<file path="config.mk">
export PLATFORM = sky130hd
export DESIGN_NAME = ps2_host_tx
export DESIGN_NICKNAME = d
export VERILOG_FILES = /design/src/rtl/ps2_host_tx.sv
export SDC_FILE = /design/constraint.sdc
export NUM_CORES = 1
export LEC_CHECK = 0
export ABC_AREA = 1
export ABC_CLOCK_PERIOD_IN_PS = 2600
export CAP_MARGIN = 20
export CORE_MARGIN = 2
export CORE_UTILIZATION = 39
export CTS_CLUSTER_SIZE = 30
export DETAILED_ROUTE_END_ITERATION = 10
export GPL_ROUTABILITY_DRIVEN = 0
export PLACE_DENSITY = 0.62
export SLEW_MARGIN = 0
export SYNTH_ARGS = -nofsm -noshare
export SYNTH_HDL_FRONTEND = slang
export SYNTH_SLANG_ARGS = --single-unit
</file>
<file path="constraint.sdc">
create_clock -name clk -period 2.6 [get_ports clk]
set_input_delay 0.52 -clock clk [delete_from_list [all_inputs] [get_ports clk]]
set_output_delay 0.52 -clock clk [all_outputs]
set_load 0.1 [all_outputs]
</file>
<file path="src/rtl/ps2_host_tx.sv">
// rtl/ps2_host_tx.sv - PS/2 host-to-device command transmitter
// Drives open-drain clock/data pads through output enables and reports ACK or timeout.
module ps2_host_tx #(
  parameter int INHIBIT_CYCLES     = 5000,
  parameter int START_SETUP_CYCLES = 1000,
  parameter int FIRST_EDGE_TIMEOUT = 750000,
  parameter int FRAME_TIMEOUT      = 100000
) (
  input  logic       clk,
  input  logic       reset,
  input  logic       tx_valid,
  input  logic [7:0] tx_data,
  output logic       tx_ready,
  input  logic       ps2_clk_in,
  input  logic       ps2_data_in,
  output logic       ps2_clk_oe,
  output logic       ps2_data_oe,
  output logic       done,
  output logic       ack_ok,
  output logic       err_timeout,
  output logic       busy,
  output logic       rx_inhibit
);

  localparam int MAX_AB  = (INHIBIT_CYCLES > START_SETUP_CYCLES) ? INHIBIT_CYCLES : START_SETUP_CYCLES;
  localparam int MAX_ALL = (MAX_AB > FIRST_EDGE_TIMEOUT) ? MAX_AB : FIRST_EDGE_TIMEOUT;
  localparam int CNT_W   = $clog2(MAX_ALL + 1);
  localparam int FRM_W   = $clog2(FRAME_TIMEOUT + 1);

  localparam logic [CNT_W-1:0] INH_LAST   = CNT_W'(INHIBIT_CYCLES - 1);
  localparam logic [CNT_W-1:0] SETUP_LAST = CNT_W'(START_SETUP_CYCLES - 1);
  localparam logic [CNT_W-1:0] FIRST_LAST = CNT_W'(FIRST_EDGE_TIMEOUT - 1);
  localparam logic [FRM_W-1:0] FRM_LAST   = FRM_W'(FRAME_TIMEOUT - 1);

  typedef enum logic [3:0] {
    S_IDLE, S_INHIBIT, S_START, S_WAIT_FIRST, S_SHIFT, S_ACK, S_WAIT_IDLE, S_DONE, S_ERR
  } state_t;

  state_t           state, state_n;
  logic [CNT_W-1:0] cnt, cnt_n;
  logic [FRM_W-1:0] frm_cnt, frm_cnt_n;
  logic [3:0]       edge_cnt, edge_cnt_n;
  logic [7:0]       data_q, data_q_n;
  logic             parity_q, parity_q_n;
  logic             clk_oe_q, clk_oe_n;
  logic             data_oe_q, data_oe_n;
  logic             ack_q, ack_n;
  logic             err_q, err_n;

  // clk_sync[2] is the previous synced sample, used only for edge detection
  logic [2:0] clk_sync;
  logic [1:0] data_sync;
  logic       clk_s, data_s, clk_fall;

  assign clk_s    = clk_sync[1];
  assign data_s   = data_sync[1];
  assign clk_fall = clk_sync[2] & ~clk_sync[1];

  always_ff @(posedge clk or posedge reset) begin
    if (reset) begin
      clk_sync  <= 3'b111;
      data_sync <= 2'b11;
      state     <= S_IDLE;
      cnt       <= '0;
      frm_cnt   <= '0;
      edge_cnt  <= '0;
      data_q    <= '0;
      parity_q  <= 1'b0;
      clk_oe_q  <= 1'b0;
      data_oe_q <= 1'b0;
      ack_q     <= 1'b0;
      err_q     <= 1'b0;
    end else begin
      clk_sync  <= {clk_sync[1:0], ps2_clk_in};
      data_sync <= {data_sync[0], ps2_data_in};
      state     <= state_n;
      cnt       <= cnt_n;
      frm_cnt   <= frm_cnt_n;
      edge_cnt  <= edge_cnt_n;
      data_q    <= data_q_n;
      parity_q  <= parity_q_n;
      clk_oe_q  <= clk_oe_n;
      data_oe_q <= data_oe_n;
      ack_q     <= ack_n;
      err_q     <= err_n;
    end
  end

  always_comb begin
    state_n    = state;
    cnt_n      = cnt;
    frm_cnt_n  = frm_cnt;
    edge_cnt_n = edge_cnt;
    data_q_n   = data_q;
    parity_q_n = parity_q;
    clk_oe_n   = clk_oe_q;
    data_oe_n  = data_oe_q;
    ack_n      = ack_q;
    err_n      = err_q;
    case (state)
      S_IDLE: begin
        if (tx_valid) begin
          state_n    = S_INHIBIT;
          cnt_n      = '0;
          frm_cnt_n  = '0;
          edge_cnt_n = '0;
          data_q_n   = tx_data;
          parity_q_n = ~^tx_data;
          ack_n      = 1'b0;
          err_n      = 1'b0;
          clk_oe_n   = 1'b1;
          data_oe_n  = 1'b0;
        end
      end
      S_INHIBIT: begin
        if (cnt >= INH_LAST) begin
          state_n   = S_START;
          cnt_n     = '0;
          data_oe_n = 1'b1;
        end else begin
          cnt_n = cnt + 1'b1;
        end
      end
      S_START: begin
        if (cnt >= SETUP_LAST) begin
          state_n  = S_WAIT_FIRST;
          cnt_n    = '0;
          clk_oe_n = 1'b0;
        end else begin
          cnt_n = cnt + 1'b1;
        end
      end
      S_WAIT_FIRST: begin
        if (clk_fall) begin
          state_n    = S_SHIFT;
          edge_cnt_n = 4'd1;
          frm_cnt_n  = '0;
          data_oe_n  = ~data_q[0];
        end else if (cnt >= FIRST_LAST) begin
          state_n = S_ERR;
        end else begin
          cnt_n = cnt + 1'b1;
        end
      end
      S_SHIFT: begin
        frm_cnt_n = frm_cnt + 1'b1;
        if (clk_fall) begin
          edge_cnt_n = edge_cnt + 4'd1;
          if (edge_cnt == 4'd9) begin
            state_n   = S_ACK;
            data_oe_n = 1'b0;
          end else if (edge_cnt == 4'd8) begin
            data_oe_n = ~parity_q;
          end else begin
            data_oe_n = ~data_q[edge_cnt[2:0]];
          end
        end else if (frm_cnt >= FRM_LAST) begin
          state_n = S_ERR;
        end
      end
      S_ACK: begin
        frm_cnt_n = frm_cnt + 1'b1;
        if (clk_fall) begin
          state_n    = S_WAIT_IDLE;
          edge_cnt_n = 4'd11;
          ack_n      = ~data_s;
        end else if (frm_cnt >= FRM_LAST) begin
          state_n = S_ERR;
        end
      end
      S_WAIT_IDLE: begin
        frm_cnt_n = frm_cnt + 1'b1;
        if (clk_s && data_s) begin
          state_n = S_DONE;
        end else if (frm_cnt >= FRM_LAST) begin
          state_n = S_ERR;
        end
      end
      S_DONE:  state_n = S_IDLE;
      S_ERR:   state_n = S_IDLE;
      default: state_n = S_IDLE;
    endcase
    // Every path into ERR releases the pads and records a timeout
    if (state_n == S_ERR) begin
      clk_oe_n  = 1'b0;
      data_oe_n = 1'b0;
      err_n     = 1'b1;
      ack_n     = 1'b0;
    end
  end

  assign tx_ready    = (state == S_IDLE);
  assign busy        = (state != S_IDLE);
  assign rx_inhibit  = busy;
  assign done        = (state == S_DONE) || (state == S_ERR);
  assign ps2_clk_oe  = clk_oe_q;
  assign ps2_data_oe = data_oe_q;
  assign ack_ok      = ack_q;
  assign err_timeout = err_q;

endmodule

</file>
==> flow_metrics.tcl, run 1 <==
set metrics [dict create \
    status "finished clean" \
    gr-usage-met2_pct 33.0 \
    dr.pass1.iters 5 \
    setup_viol 0 \
    cts_buffers 9 \
    fmax_ghz 0.464 \
    cp_max_fo 6 \
    cts_resized 0 \
    critPathTopFamily "simple AND/OR/NAND/NOR gates" \
    layout_worst_path_cycle_share_pct 82.9 \
    nFillCells 1131 \
    tightest_slew_ns 0.594 \
    max_stage_delay_ns 0.47 \
    core-area_um2 10700 \
    grt_use_total_pct 19.3 \
    peakVddDrop_v 0.000174 \
    via_per_inst 5.10 \
    cts.sinks 63 \
    r2r-end "frm_cnt[9]" \
    hold_ws_ns 0.355 \
    ios 21 \
    rr_worst_depth 9 \
    dpl.cell_count 783 \
    power.density_nw_per_um2 415 \
    use_met3_pct 3.71 \
    hold_viol_final 0 \
    die_area_um2 11800 \
    die_y_um 109 \
    hold_path.class "reg -> reg" \
    synth_cells 631 \
    timing.final.crit_period_ns 2.15 \
    placed_area_um2 4610 \
    htreeDepth 3 \
    clk_latency_ns 0.35 \
    synth-seq-cells 63 \
    initial_core_util_pct 39.7 \
    clock_path_buffers 2 \
    slowest_stage "dfrtp_1" \
    area_growth_pct 12.7 \
    min_from "clk_sync[0]" \
    grt_max_degree 64 \
    grt_overflow 0 \
    skew_ns 0.0131 \
    cp_data_required_time_ns 2.08 \
    whs_path_depth 0 \
    routed_wl_um 10500 \
    cap_violations 0 \
    cts.clk_slew.worst_paths_ns 0.07 \
    endpoint_kind "output pin" \
    stdcell_count 799 \
    antenna_found_initial 0 \
    drive_gt1_share_pct 9.10 \
    diodes 0 \
    postCtsSetupBuffers 0 \
    avgSynthCellArea_um2 6.77 \
    path_class "reg -> out" \
    grt_pass1_vias 3927 \
    use_met1_pct 24.3 \
    rsz0062_at_grt "false" \
    hold_path_end "clk_sync[1]" \
    port_buffers 20 \
    syn-num-nets 649 \
    drt_iter0_markers 215 \
    fin_nets 672 \
    yosysUniqueCellTypes 35 \
    crit_chain "nor2_2 > nand2_2 > inv_2 > buf_12" \
    seq_area_frac_synth_pct 37.1 \
    hold_buffers 0 \
    arrival_ns 1.63 \
    place_hpwl_um 7700 \
    die_w_um 109 \
    cts_root_buffer "clkbuf_8" \
    top_usage_layer "met2" \
    drc 0 \
    pre_cts_ws_ns 0.504 \
    slew-limit-headroom_pct 60.4 \
    drt.antenna.violating_nets 0 \
    tns_ns 0 \
    num_rows 38 \
    synth-warning-count 0 \
    wl_per_cell_um 13.1 \
    reg2reg_from "state[3]" \
    cp_num_buf_inv 2 \
    rrSetupSlack_ns 0.48 \
    grt_first_pass_wirelength_um 18100 \
    vias 4071 \
    syn-cell-area_um2 4270 \
    cts_tree "built" \
    final_area_um2 4810 \
    power.leakage_uw 0.00236 \
    slew_viol_final 0 \
    start_kind "register" \
    setup_ws_ns 0.445 \
]
-- routing by layer --
metal  routed length (µm)  share of wire (%)
met1                 4840                 46
met2                 5100                 49
met3                  414                3.9
met4                  135                1.3
met5                    0                  0
-- per-stage QoR --
| step | utilization [%] | total power [µW] |
|---|---|---|
| floorplan | - | 1080 |
| global placement | 42.9 | 1120 |
| detailed placement | 42.9 | 1120 |
| CTS | 44.8 | 2010 |
| global route | 44.8 | 2060 |
| finish | 44.8 | 1990 |
-- final cells by class --
class	instances	area [µm²]	share of cell area, %
inverters	74	278	5.78
clock buffers	15	166	3.46
well taps	140	175	3.64
repair buffers	27	258	5.36
flip-flops and latches	63	1580	32.9
multi-input cells	479	2320	48.2
clock inverters	1	30.0	0.624
-- power breakdown --
group / internal (µW) / switching, µW
logic: 39.5 / 52.3
clock network: 498 / 398
registers: 998 / 7.61
-- state kept, by name, indices dropped and copies added (netlist names), 2 cells and up --
signal     cells
data_sync      2
data_q         8
clk_sync       3
state          4
frm_cnt       17
cnt           20
edge_cnt       4
-- worst max-delay path by stage --
stage / from / to / slack, ns / cells after the start
after floorplan: state[3] / done / 0.07 / 3
after global placement: state[3] / frm_cnt[9] / 0.55 / 9
after detailed placement: tx_valid / cnt[19] / 0.50 / 9
after CTS: state[3] / tx_ready / 0.45 / 4
after global routing: state[3] / frm_cnt[6] / 0.29 / 9
final: state[3] / tx_ready / 0.45 / 4
-- layout by cell type, fill, tap and decap left out, drive strengths merged, types with 6 or more instances in the layout --
cell type / n
clkbuf: 15
inv: 73
xor2: 17
o21ai: 34
nor3: 11
dfrtp: 58
nand4: 14
nor2: 70
clkdlybuf4s50: 12
o22ai: 6
buf: 15
nand2: 205
a21oi: 13
nand3: 73
xnor2: 8
-- Yosys cell counts (all sizes together) --
cell type	instances	share of area [%]
o211ai	4	0.70
clkinv	1	0.088
nor4	4	0.59
o211a	1	0.23
clkbuf	2	0.18
buf	13	1.9
nand4	14	2.1
dfrtp	58	34
nand3b	5	0.88
xor2	17	3.5
o21ai	34	4.0
nand3	73	8.8
a31o	2	0.41
and3b	1	0.21
a2bb2oi	1	0.21
xnor2	8	1.6
o21bai	3	0.53
a21oi	13	1.5
o22ai	6	0.88
a31oi	2	0.29
nor2	70	6.7
dfstp	5	3.1
nor3	11	1.5
ha	5	1.5
inv	73	6.4
nand2	205	18
-- logic make-up (layout without fill, tap and decap cells) --
family / after synthesis / in the layout / share of synthesized area (%)
AO/OA/AOI/OAI: 66 / 66 / 8.76
flip-flops: 63 / 63 / 37.1
adder cells (fa/ha/maj): 5 / 5 / 1.47
XOR/XNOR: 25 / 25 / 5.13
buffers and inverters: 89 / 117 / 8.59
AND/OR/NAND/NOR: 383 / 383 / 39.0
Power figures use the tool's default switching activity.
==> inputs of run 2 (changes only) <==
--- a/config.mk
+++ b/config.mk
@@ -6,14 +6,14 @@
 export NUM_CORES = 1
 export LEC_CHECK = 0
 export ABC_AREA = 1
-export ABC_CLOCK_PERIOD_IN_PS = 2600
+export ABC_CLOCK_PERIOD_IN_PS = 1800
 export CAP_MARGIN = 20
 export CORE_MARGIN = 2
 export CORE_UTILIZATION = 39
 export CTS_CLUSTER_SIZE = 30
 export DETAILED_ROUTE_END_ITERATION = 10
 export GPL_ROUTABILITY_DRIVEN = 0
-export PLACE_DENSITY = 0.62
+export PLACE_DENSITY = 0.64
 export SLEW_MARGIN = 0
 export SYNTH_ARGS = -nofsm -noshare
 export SYNTH_HDL_FRONTEND = slang
==> constraint.sdc (replaced) <==
create_clock -name clk -period 1.8 [get_ports clk]
set_input_delay 0.36 -clock clk [delete_from_list [all_inputs] [get_ports clk]]
set_output_delay 0.36 -clock clk [all_outputs]
set_load 0.1 [all_outputs]
==> flow_metrics.tcl, run 2 (synthesis results as in run 1) <==
set metrics [dict create \
    violations "setup timing" \
    cp_data_required_time_ns 1.44 \
    dr.pass1.iters 5 \
    wl_per_cell_um 13.5 \
    clock_path_buffers 2 \
    slew_viol_final 0 \
    ios 21 \
    top_usage_layer "met2" \
    layout_worst_path_cycle_share_pct 103 \
    peakVddDrop_v 0.000392 \
    cts.clk_slew.worst_paths_ns 0.08 \
    status "finished with violations" \
    nFillCells 1078 \
    reg2reg_from "cnt[0]" \
    cp_num_buf_inv 3 \
    critical_path_depth 5 \
    power.density_nw_per_um2 513 \
    largest_reg_flops 20 \
    use_met3_pct 5.32 \
    rsz0062_at_grt "true" \
    cts_tree "built" \
    grt_use_total_pct 20.4 \
    htreeDepth 3 \
    grt_max_degree 34 \
    use_met1_pct 25.4 \
    fmax_ghz 0.541 \
    drive_gt1_share_pct 17.4 \
    setup_viol 4 \
    drt.antenna.violating_nets 0 \
    reg_top3 "cnt x20, frm_cnt x17, data_q x8" \
    cp_max_fo 6 \
    power_uw 2760 \
    clk_latency_ns 0.37 \
    cts_buffers 9 \
    pre_cts_ws_ns 0.0252 \
    num_rows 38 \
    grt_first_pass_wirelength_um 18800 \
    top_register "cnt" \
    place_hpwl_um 8000 \
    antenna_found_initial 0 \
    fin_nets 709 \
    via_per_inst 5.13 \
    timing.final.crit_period_ns 1.85 \
    area_growth_pct 26.2 \
    start_kind "register" \
    r2r-end "cnt[6]" \
    drt_iter0_markers 263 \
    arrival_ns 1.49 \
    hold_ws_ns 0.332 \
    critPathTopFamily "flip-flops" \
    tightest_slew_ns 0.422 \
    layout_common_cells "nand2_1, nand3_1, inv_1" \
    diodes 0 \
    final_common_cell "nand2_1" \
    die_y_um 109 \
    vias 4287 \
    initial_core_util_pct 39.7 \
    port_buffers 20 \
    rrSetupSlack_ns 0.03 \
    power.leakage_uw 0.00263 \
    crit_chain "buf_6 > nor2_4 > nand2_8 > inv_16 > buf_16" \
    max_stage_delay_ns 0.41 \
    hold_path.class "in -> async" \
    endpoint_kind "output pin" \
    grt_overflow 0 \
    rr_worst_depth 10 \
    cts_root_buffer "clkbuf_8" \
    path_class "reg -> out" \
    die_area_um2 11800 \
    slew-limit-headroom_pct 71.6 \
    setup_ws_ns -0.0495 \
    routed_wl_um 11300 \
    cap_violations 0 \
    cts.sinks 63 \
    skew_ns 0.0123 \
    gr-usage-met2_pct 33.7 \
    hold_viol_final 0 \
    die_w_um 109 \
    core-area_um2 10700 \
    fin_util_pct 50.2 \
    drc 0 \
    slowest_stage "dfrtp_1" \
    grt_pass1_vias 4073 \
]
[run 2: how the worst max path moves through the flow]
stage,from,to,slack [ns]
final,state[2],tx_ready,-0.05
after floorplan,state[3],done,-0.07
after detailed placement,tx_valid,frm_cnt[5],0.03
after CTS,state[2],tx_ready,-0.05
after global placement,tx_valid,frm_cnt[5],0.04
after global routing,state[2],tx_ready,-0.1
[run 2: what timing repair did]
action,in CTS,in global routing
setup buffers,4,5
gates resized for setup,5,28
gates cloned,0,2
pin swaps,2,3
hold buffers,0,0
endpoints found under the setup margin,2,45
[run 2: final cells by class]
class	instances	area, µm²	area share (%)
Clock buffer	11	151	2.81
Clock inverter	5	32.5	0.604
Inverter	74	304	5.64
Multi-Input combinational cell	479	2430	45.0
Sequential cell	63	1590	29.5
Tap cell	140	175	3.25
Timing Repair Buffer	64	711	13.2
[run 2: power by group]
group	leakage (µW)	internal (µW)	total [µW]	switching (µW)
logic	0.00180	65.6	143	77.2
clock network	0.0000873	568	1170	598
registers	0.000739	1440	1450	11.5
total	0.00263	2080	2760	686
[run 2: metal layers]
layer	vias to the layer above	part of all wire [%]
met4	0	1.3
met2	103	49
met3	12	4.5
met5	-	0
met1	2012	45
li1	2160	-
[run 2: per-stage QoR]
| step | setup TNS [ns] | std cells | instance area, µm² |
|---|---|---|---|
| floorplan | -0.0669 | 631 | 4320 |
| global placement | 0 | 809 | 4980 |
| detailed placement | 0 | 809 | 4980 |
| CTS | -0.0843 | 829 | 5230 |
| global route | -0.912 | 836 | 5390 |
| finish | -0.0615 | 836 | 5390 |
==> inputs of run 3 (changes only) <==
--- a/config.mk
+++ b/config.mk
@@ -13,7 +13,7 @@
 export CTS_CLUSTER_SIZE = 30
 export DETAILED_ROUTE_END_ITERATION = 10
 export GPL_ROUTABILITY_DRIVEN = 0
-export PLACE_DENSITY = 0.64
+export PLACE_DENSITY_LB_ADDON = 0.3
 export SLEW_MARGIN = 0
 export SYNTH_ARGS = -nofsm -noshare
 export SYNTH_HDL_FRONTEND = slang
==> flow_metrics.tcl, run 3 (synthesis results as in run 1) <==
set metrics [dict create \
    routed_wl_um 10800 \
    dr.pass1.iters 5 \
    die_area_um2 11800 \
    rsz0062_at_grt "true" \
    violations "setup timing" \
    power.share.switching_pct 25.1 \
    area_growth_pct 26.3 \
    tightest_slew_ns 0.456 \
    endpoint_kind "output pin" \
    initial_core_util_pct 39.7 \
    reg2reg_from "state[3]" \
    vias 4268 \
    via_per_inst 5.07 \
    setup_viol 1 \
    status "finished with violations" \
    grt_max_degree 33 \
    layout_worst_path_cycle_share_pct 100 \
    clk_latency_ns 0.36 \
    grt_first_pass_wirelength_um 18500 \
    cp_max_fo 4 \
    skew_ns 0.0119 \
    port_buffers 20 \
    grt_use_total_pct 19.6 \
    cts_tree "built" \
    place_hpwl_um 7920 \
    grt_overflow 0 \
    antenna_found_initial 0 \
    setup_ws_ns -0.000804 \
    diodes 0 \
    num_rows 38 \
    final_common_cell "nand2_1" \
    peakVddDrop_v 0.000263 \
    cts.clk_slew.worst_paths_ns 0.08 \
    reg_top3 "cnt x20, frm_cnt x17, data_q x8" \
    hold_path.class "in -> async" \
    slew_viol_final 0 \
    cap_violations 0 \
    cts_buffers 9 \
    hold_buffers 0 \
    tns_ns -0.000804 \
    wl_per_cell_um 12.9 \
    core-area_um2 10700 \
    layout_common_cells "nand2_1, nand3_1, inv_1" \
    fmax_ghz 0.555 \
    combPwrFrac_pct 5.0 \
    clockPowerShare_pct 44.6 \
    htreeDepth 3 \
    fin_nets 715 \
    power.density_nw_per_um2 534 \
    cts_root_buffer "clkbuf_8" \
    final_area_um2 5390 \
    seqPwrFrac_pct 50.4 \
    clock_path_buffers 2 \
    slew-limit-headroom_pct 69.3 \
    drt_iter0_markers 234 \
    grt_pass1_vias 4124 \
    internal_power_uw 2160 \
    largest_reg_flops 20 \
    power.leakage_uw 0.00264 \
    start_kind "register" \
    cts.sinks 63 \
    drt.antenna.violating_nets 0 \
    die_y_um 109 \
    drc 0 \
    cp-startpoint "state[2]" \
    hold_viol_final 0 \
    drive_gt1_share_pct 18.8 \
    cp_data_required_time_ns 1.44 \
    timing.final.crit_period_ns 1.80 \
    placed_area_um2 5020 \
    path_class "reg -> out" \
    ios 21 \
    top_register "cnt" \
    nFillCells 1081 \
    pre_cts_ws_ns -0.00365 \
    switching_power_uw 723 \
    arrival_ns 1.44 \
    die_w_um 109 \
]
## run 3: final cells by class
type | count | area, µm² | area share [%]
well taps | 140 | 175 | 3.25
flip-flops and latches | 63 | 1590 | 29.5
clock inverters | 7 | 81.3 | 1.51
multi-input cells | 479 | 2420 | 44.9
clock buffers | 9 | 124 | 2.30
inverters | 74 | 304 | 5.64
repair buffers | 70 | 697 | 12.9
## run 3: path summary, 6_finish.rpt
| path | to | slack [ns] | cells after the start |
|---|---|---|---|
| max | done | -0.0008 | 5 |
| min | data_q[3] | 0.34 | 2 |
| max reg2reg | frm_cnt[4] | 0.07 | 7 |
| min reg2reg | data_sync[1] | 0.36 | 0 |
| max in group asynchronous | cnt[7] | 0.90 | 3 |
| min in group clk | data_sync[1] | 0.36 | 0 |
## run 3: per-layer routing
metal	global-route usage, %	up-vias	routed length (µm)
met2	33.3	111	5190
met1	24.8	1969	5040
met5	0	-	0
li1	-	2175	-
met3	3.77	13	444
met4	6.87	0	173
## run 3: critical path: stages (launching register included)
cell and delay, ns:
dfrtp_1 0.43, inv_2 0.08, nor2_4 0.15, inv_2 0.07
o21ai_4 0.16, buf_12 0.19
## run 3: per-stage QoR
step	util, %	total power [µW]	hold slack, ns	cells
floorplan	-	1560	0.345	631
global placement	46.7	1620	0.350	816
detailed placement	46.7	1630	0.347	816
CTS	48.8	2910	0.348	833
global route	50.2	3000	0.359	842
finish	50.2	2880	0.343	842
## run 3: what timing repair did
action | in CTS | in global routing
pin swaps | 1 | 6
gates resized for setup | 3 | 31
endpoints found under the setup margin | 2 | 32
cloned | 0 | 1
setup buffers | 1 | 8
## run 3: power by group through the flow
stage	clock (µW)	sequential [µW]	combinational, µW
2_1_floorplan	0	1480	71.2
3_3_place_gp	0	1480	143
3_5_place_dp	0	1480	146
4_1_cts	1310	1450	146
5_1_grt	1390	1450	163
6_report	1290	1450	143
